File: src/rtl/rv32_pkg.sv
// rtl/rv32_pkg.sv - shared types and helpers for the rv32 fetch stage
package rv32_pkg;

    typedef logic [31:0] rv32_word;

    localparam int unsigned INSTR_BYTES = 4;

    typedef enum logic [1:0] {
        FS_REQ  = 2'd0,
        FS_WAIT = 2'd1,
        FS_HOLD = 2'd2
    } fetch_state_t;

    function automatic rv32_word word_align(input rv32_word addr);
        return {addr[31:2], 2'b00};
    endfunction

endpackage

File: src/rtl/rv32_fetch_out_reg.sv
// rtl/rv32_fetch_out_reg.sv - valid/ready holding register for the decode-facing instruction
// Flush wins over load and over a same-cycle handshake so a killed instruction never reaches decode.
module rv32_fetch_out_reg
    import rv32_pkg::*;
(
    input  logic        clk,
    input  logic        rst,
    input  logic        i_load,
    input  logic [31:0] i_instr,
    input  logic [31:0] i_pc,
    input  logic        i_flush,
    input  logic        i_ready,
    output logic        o_valid,
    output logic [31:0] o_instr,
    output logic [31:0] o_pc
);

    logic        r_valid;
    rv32_word    r_instr;
    rv32_word    r_pc;

    always_ff @(posedge clk) begin
        if (rst) begin
            r_valid <= 1'b0;
            r_instr <= '0;
            r_pc    <= '0;
        end else if (i_flush) begin
            r_valid <= 1'b0;
        end else if (i_load) begin
            r_valid <= 1'b1;
            r_instr <= i_instr;
            r_pc    <= i_pc;
        end else if (r_valid && i_ready) begin
            r_valid <= 1'b0;
        end
    end

    assign o_valid = r_valid;
    assign o_instr = r_instr;
    assign o_pc    = r_pc;

endmodule

File: src/rtl/rv32_fetch_stage.sv
// rtl/rv32_fetch_stage.sv - single-outstanding instruction fetch with redirect and wrong-path kill
module rv32_fetch_stage
    import rv32_pkg::*;
#(
    parameter logic [31:0] RESET_PC = 32'h0000_0000
) (
    input  logic        clk,
    input  logic        rst,
    output logic        imem_req_valid,
    input  logic        imem_req_ready,
    output logic [31:0] imem_req_addr,
    input  logic        imem_resp_valid,
    input  logic [31:0] imem_resp_data,
    input  logic        redirect_valid,
    input  logic [31:0] redirect_pc,
    output logic        out_valid,
    input  logic        out_ready,
    output logic [31:0] out_instr,
    output logic [31:0] out_pc,
    output logic        misalign_err
);

    fetch_state_t r_state;
    rv32_word     r_pc;
    rv32_word     r_inflight_pc;
    logic         r_drop;

    logic         w_req_hs;
    logic         w_resp_take;
    logic         w_load;
    logic         w_xfer;
    rv32_word     w_redirect_pc;

    assign imem_req_valid = (r_state == FS_REQ) && !rst;
    assign imem_req_addr  = r_pc;
    assign w_req_hs       = imem_req_valid && imem_req_ready;
    assign w_resp_take    = (r_state == FS_WAIT) && imem_resp_valid;
    assign w_load         = w_resp_take && !r_drop && !redirect_valid;
    assign w_xfer         = out_valid && out_ready;
    assign w_redirect_pc  = word_align(redirect_pc);
    assign misalign_err   = !rst && redirect_valid && (redirect_pc[1:0] != 2'b00);

    // drop marks the single outstanding request as wrong-path; its response is swallowed in WAIT
    always_ff @(posedge clk) begin
        if (rst) begin
            r_state       <= FS_REQ;
            r_pc          <= RESET_PC;
            r_inflight_pc <= '0;
            r_drop        <= 1'b0;
        end else if (redirect_valid) begin
            r_pc <= w_redirect_pc;
            case (r_state)
                FS_REQ: begin
                    if (w_req_hs) begin
                        r_inflight_pc <= r_pc;
                        r_state       <= FS_WAIT;
                        r_drop        <= 1'b1;
                    end
                end
                FS_WAIT: begin
                    if (imem_resp_valid) begin
                        r_state <= FS_REQ;
                        r_drop  <= 1'b0;
                    end else begin
                        r_drop  <= 1'b1;
                    end
                end
                default: begin
                    r_state <= FS_REQ;
                end
            endcase
        end else begin
            case (r_state)
                FS_REQ: begin
                    if (w_req_hs) begin
                        r_inflight_pc <= r_pc;
                        r_state       <= FS_WAIT;
                    end
                end
                FS_WAIT: begin
                    if (w_resp_take) begin
                        if (r_drop) begin
                            r_drop  <= 1'b0;
                            r_state <= FS_REQ;
                        end else begin
                            r_pc    <= r_inflight_pc + INSTR_BYTES;
                            r_state <= FS_HOLD;
                        end
                    end
                end
                FS_HOLD: begin
                    if (w_xfer) begin
                        r_state <= FS_REQ;
                    end
                end
                default: begin
                    r_state <= FS_REQ;
                end
            endcase
        end
    end

    rv32_fetch_out_reg u_out_reg (
        .clk     (clk),
        .rst     (rst),
        .i_load  (w_load),
        .i_instr (imem_resp_data),
        .i_pc    (r_inflight_pc),
        .i_flush (redirect_valid),
        .i_ready (out_ready),
        .o_valid (out_valid),
        .o_instr (out_instr),
        .o_pc    (out_pc)
    );

endmodule
File: config.mk
export PLATFORM = sky130hd
export DESIGN_NAME = rv32_fetch_stage
export DESIGN_NICKNAME = d
export VERILOG_FILES = /design/src/rtl/rv32_pkg.sv /design/src/rtl/rv32_fetch_out_reg.sv /design/src/rtl/rv32_fetch_stage.sv
export SDC_FILE = /design/constraint.sdc
export NUM_CORES = 1
export LEC_CHECK = 0
export CAP_MARGIN = 10
export CORE_ASPECT_RATIO = 1.1
export CORE_UTILIZATION = 50
export DETAILED_ROUTE_END_ITERATION = 12
export PLACE_DENSITY = 0.82
export RECOVER_POWER = 100
export SLEW_MARGIN = 0
export SYNTH_ARGS = -nofsm -noshare
export SYNTH_HDL_FRONTEND = slang
export SYNTH_SLANG_ARGS = --single-unit
export TNS_END_PERCENT = 1
File: constraint.sdc
create_clock -name clk -period 2.9 [get_ports clk]
set_input_delay 0.435 -clock clk [delete_from_list [all_inputs] [get_ports clk]]
set_output_delay 0.435 -clock clk [all_outputs]
set_load 0.01 [all_outputs]
# After elaboration in Yosys (flattened, before gate mapping)

Index checks and enable logic that the tools add are counted.

Bits in registers: 132
Input port bits: 70
Word-level logic and storage cells: 62

Multiplexer cells: 20
Bitwise gates (word level): 2
Equal/unequal tests: 7
$add $sub $neg: 1
Reductions and logical operators: 24

Operators by type and width:

| operator                                                        | number |
|---|---|
| 32-bit two-way mux                                              | 4 |
| 32-bit by 3-bit adder with 32-bit output, second input constant | 1 |
| 2-bit two-way mux                                               | 6 |
| 3-bit inequality test, second input constant                    | 4 |
| 2-bit nonzero test                                              | 5 |
| 3-bit AND reduction                                             | 3 |
| 1-bit logical AND                                               | 8 |
| 1-bit two-way mux                                               | 7 |
| 2-bit one-hot mux with 3 select lines                           | 1 |
| 2-bit one-hot mux with 2 select lines                           | 1 |
| 2-bit AND reduction                                             | 2 |
| 4-bit AND reduction                                             | 1 |
| 1-bit logical NOT                                               | 3 |
| 2-bit by 1-bit == test with 1-bit output, second input constant | 1 |
| 2-bit == test, second input constant                            | 1 |
| 2-bit logical NOT                                               | 1 |
| 2-bit inequality test, second input constant                    | 1 |
| 1-bit NOT                                                       | 2 |
| 1-bit one-hot mux with 2 select lines                           | 1 |
| 2-bit OR reduction                                              | 1 |

# Longest topological paths before layout

Depth in word-level cells: 6
Depth in mapped cells: 8

# Hierarchy

From an unflattened synthesis, not the netlist that was laid out.

Cells, all modules: 710
Area total of the unflattened synthesis: 6299.8 µm²

By module, submodules not included:

| module             | cells an instance | times used | sequential area each (µm²) | area an instance (µm²) |
|---|---|---|---|---|
| rv32_fetch_stage   | 414               | 1          | 1341.3                     | 3216.8 |
| rv32_fetch_out_reg | 296               | 1          | 1301.2                     | 3083.0 |

# Worst setup path before layout

Ideal clock, no wire load.

Path type: input to output
Start point: input port redirect_valid
End point: output port misalign_err
Required time: 2.465 ns
Cell stages on the path: 4
Path slack: 0.903 ns
Buffers on the path: 3
Arrival: 1.562 ns
Path through: clkbuf_1 -> clkbuf_1 -> buf_1 -> nor3b_1

Word-level cells in the longest chain between the ends: 2

RTL lines:

| item                           | line                   | text |
|---|---|---|
| start: declaration             | rv32_fetch_stage.sv:14 | `input logic redirect_valid,` |
| 1-bit logical AND (2 in a row) | rv32_fetch_stage.sv:41 | `assign misalign_err = !rst && redirect_valid && (redirect_pc[1:0] != 2'b00);` |
| end: declaration               | rv32_fetch_stage.sv:20 | `output logic misalign_err` |

No other way between the ends.

# Worst setup path after layout

Start point: input port imem_resp_valid
End point: register u_out_reg.r_pc[29], in the netlist u_out_reg.o_pc[29]

Word-level cells in the longest chain between the ends: 4

RTL lines:

| item                           | line                     | text |
|---|---|---|
| start: declaration             | rv32_fetch_stage.sv:12   | `input logic imem_resp_valid,` |
| 1-bit logical AND              | rv32_fetch_stage.sv:37   | `assign w_resp_take = (r_state == FS_WAIT) && imem_resp_valid;` |
| 1-bit logical AND (2 in a row) | rv32_fetch_stage.sv:38   | `assign w_load = w_resp_take && !r_drop && !redirect_valid;` |
| 2-bit AND reduction (no line)  | -                        |  |
| end signal: assignment         | rv32_fetch_out_reg.sv:32 | `r_pc <= i_pc;` |
| end: declaration               | rv32_fetch_out_reg.sv:20 | `rv32_word r_pc;` |

No other way between the ends.
A chain may end at the register's enable or synchronous reset.

==> results.yml <==
grt:
  grt_pass1_wl_mm: 25.2
  first_global_vias: 5284
  gr-usage-all-layers_pct: 28.3
  grt.overflow.total: 0
  antenna_found_initial: 0
  grt_start_max_net_pins: 133
power:
  combPwrFrac_pct: 8.8
  p_int_mw: 3.71
  pwr-share-clk_pct: 50.7
  p_leak_nw: 2.96
  pwr-share-seq_pct: 40.5
  ir_drop_mv: 0.338
  p_switching_mw: 1.02
  power_density_nw_per_um2: 598
  p_sw_share_pct: 21.6
setup_path:
  crit_path_max_incr_delay_ns: 0.63
  startpoint: "imem_resp_valid"
  cp_max_fo: 22
  rr_worst_depth: 5
  worstSetupEndpoint: "u_out_reg.o_pc[29]"
  regToRegStartpoint: "r_state[0]"
  r2r-end: "r_inflight_pc[18]"
  arrival_ns: 2.67
  endpoint_kind: "flip-flop"
  crit_path_top_delay_cell: "nand2b_1"
  r2r_slack_ns: 0.64
  crit_chain: "dlygate4sd3_1, nor4bb_1, nand2b_1, clkbuf_1, nand2_1, a21oi_1"
  cp_data_required_time_ns: 3.17
  worst_setup_path_start_kind: "primary input"
  critical_path_class: "in2reg"
clock_tree:
  cts.repair.resized: 0
  cts-root-buf: "clkbuf_16"
  cts_buffers: 17
  post_cts_buffers: 0
  h-tree-depth: 4
  cts_buffer_depth: 2
  cts_sinks: 132
  clk_pin_slew_ns: 0.05
  ctsHoldBuffers: 0
  cts_tree: "yes"
  clk_latency_ns: 0.42
synth:
  synth-edff-count: 0
  yosys_warnings: 0
  synth_common_cells: "nand2_1 (219), dfxtp_1 (132), a21oi_1 (120)"
  synth_seq_cells: 132
  synth.cell_area_um2: 5500
  yosysMostFrequentCell: "nand2_1"
  yosys_most_used_dff: "dfxtp_1"
  synth_cells: 703
  ys_async_sr_fraction_pct: 0
  synth_top_area_share_pct: 48.1
  syn_area_per_cell_um2: 7.82
  netlist_top_cells_area: "dfxtp_1 (48%), nand2_1 (15%), a21oi_1 (11%)"
  synth.distinct_cells: 46
  seq_area_frac_synth_pct: 48.1
  synth.net_count: 774
  synth_area_leader_cell: "dfxtp_1"
min_path:
  hp-class: "reg2reg"
sta:
  worst_pin_slew_ns: 1.04
  setup_viol: 0
  fin_crit_sh_pct: 82.5
  setup_tns_ns: 0
  finalMaxSlewViolations: 0
  rsz0062_at_grt: "false"
  finalHoldViolCount: 0
  relSlewSlack_pct: 30.8
  timing.fmax_mhz: 418
  min_period_ns: 2.39
  skew_ns: 0.00977
final_layout:
  fin_util_pct: 75.0
  syn_to_final_growth_pct: 43.9
  finalNetCount: 917
  insertedDiodeCount: 0
  drive_above_1_share_pct: 6.76
routing:
  drtIter0Drc: 355
  post-route-drc-count: 0
  post_drt_wl_per_cell_um: 15.9
  drt_pass1_iterations: 6
  num_vias: 5522
  vias_per_cell: 5.52
  wl_mm: 15.9
  postRouteAntennaNets: 0
status:
  status: "finished clean"
floorplan:
  die_w_um: 102
  core_area_um2: 10500
  rows: 39
  die_h_um: 112
  start_util_pct: 52.1
  die-area_um2: 11400
  pin_count: 169
flow_run:
  cap_violations: 0
placed_design:
  portBuffers: 168
  dpl.hpwl_mm: 10.6
  place_congestion: 0.823
-- worst max-delay path, delay by kind of cell --
| kind | cells | cell delay, ns |
|---|---|---|
| AOI/OAI and AO/OA | 1 | 0.07 |
| buffers and inverters | 2 | 1.00 |
| and+or+nand+nor | 3 | 1.15 |
-- state kept, by name, indices dropped and copies added (netlist names) --
register           flops
u_out_reg.o_instr     32
u_out_reg.o_valid      1
r_inflight_pc         32
r_drop                 1
r_state                2
u_out_reg.o_pc        32
imem_req_addr         32
-- per-stage QoR --
step | area [µm²] | setup slack, ns | cells | hold slack (ns) | power, mW
floorplan | 5500 | 0.903 | 703 | 0.445 | 2.14
global placement | 7290 | 0.593 | 970 | 0.440 | 2.38
detailed placement | 7290 | 0.571 | 970 | 0.446 | 2.39
CTS | 7960 | 0.610 | 1001 | 0.453 | 4.78
global route | 7910 | 0.299 | 1001 | 0.469 | 4.87
finish | 7910 | 0.508 | 1001 | 0.448 | 4.73
-- logic make-up after synthesis --
logic type,after synthesis,synth area share [%]
flops,132,48.1
compound gates,155,16.3
mux,4,0.751
simple gates,326,26.5
fa+ha+maj,1,0.228
buf+inv,62,4.51
xor+xnor,23,3.67
-- cells in the final DEF (no fill, tap or decap), types with 2 or more instances in the layout --
cell type / count
a2111oi_0: 2
a211oi_1: 8
a211oi_2: 2
a21oi_1: 120
a221oi_1: 4
a311oi_1: 2
and3_1: 3
and4_1: 4
buf_12: 4
buf_4: 5
bufinv_16: 5
clkbuf_1: 4
clkbuf_16: 17
clkbuf_8: 5
clkdlybuf4s50_1: 66
clkinvlp_4: 2
dfxtp_1: 132
dlygate4sd3_1: 100
inv_1: 6
mux2i_1: 3
nand2_1: 219
nand2b_1: 3
nand3_1: 13
nand4_1: 7
nor2_1: 41
nor3_1: 6
nor3b_1: 6
nor4_2: 6
o21a_1: 2
o21ai_0: 3
o221ai_1: 2
o22ai_1: 4
o32ai_1: 3
or3_1: 6
or4b_2: 2
xnor2_1: 18
xor2_1: 5
-- power by group through the flow --
stage	logic (mW)	clock network, mW	registers, mW
4_1_cts	0.440	2.42	1.92
2_1_floorplan	0.183	0	1.96
3_3_place_gp	0.426	0	1.95
6_report	0.417	2.40	1.91
3_5_place_dp	0.435	0	1.95
5_1_grt	0.453	2.50	1.92
-- routing by layer --
metal  global-route usage, %  vias to the layer above  part of all wire, %
li1                        -                     2652                    -
met1                    33.5                     2555                   40
met2                    48.2                      278                   50
met3                    7.47                       37                  7.9
met4                    11.2                        0                  2.3
met5                       0                        -                    0
-- area by class of cell --
class	count	area, µm²
sequential	132	2640
clock inverter	8	170
multi-input combinational	509	2600
timing repair buffer	180	1800
fill	784	2630
tap	143	179
clock buffer	23	498
inverter	6	22.5
-- how the worst min path moves through the flow --
stage	slack (ns)	to	startpoint	depth (start not counted)
6_report	0.45	u_out_reg.o_pc[22]	u_out_reg.o_pc[22]	2
5_1_grt	0.47	u_out_reg.o_pc[3]	u_out_reg.o_pc[3]	2
4_1_cts	0.45	u_out_reg.o_instr[2]	u_out_reg.o_instr[2]	2
3_5_place_dp	0.45	u_out_reg.o_instr[2]	u_out_reg.o_instr[2]	2
3_3_place_gp	0.44	u_out_reg.o_instr[0]	u_out_reg.o_instr[0]	2
2_1_floorplan	0.45	u_out_reg.o_pc[0]	r_inflight_pc[0]	2
(Power assumes the default switching activity.)
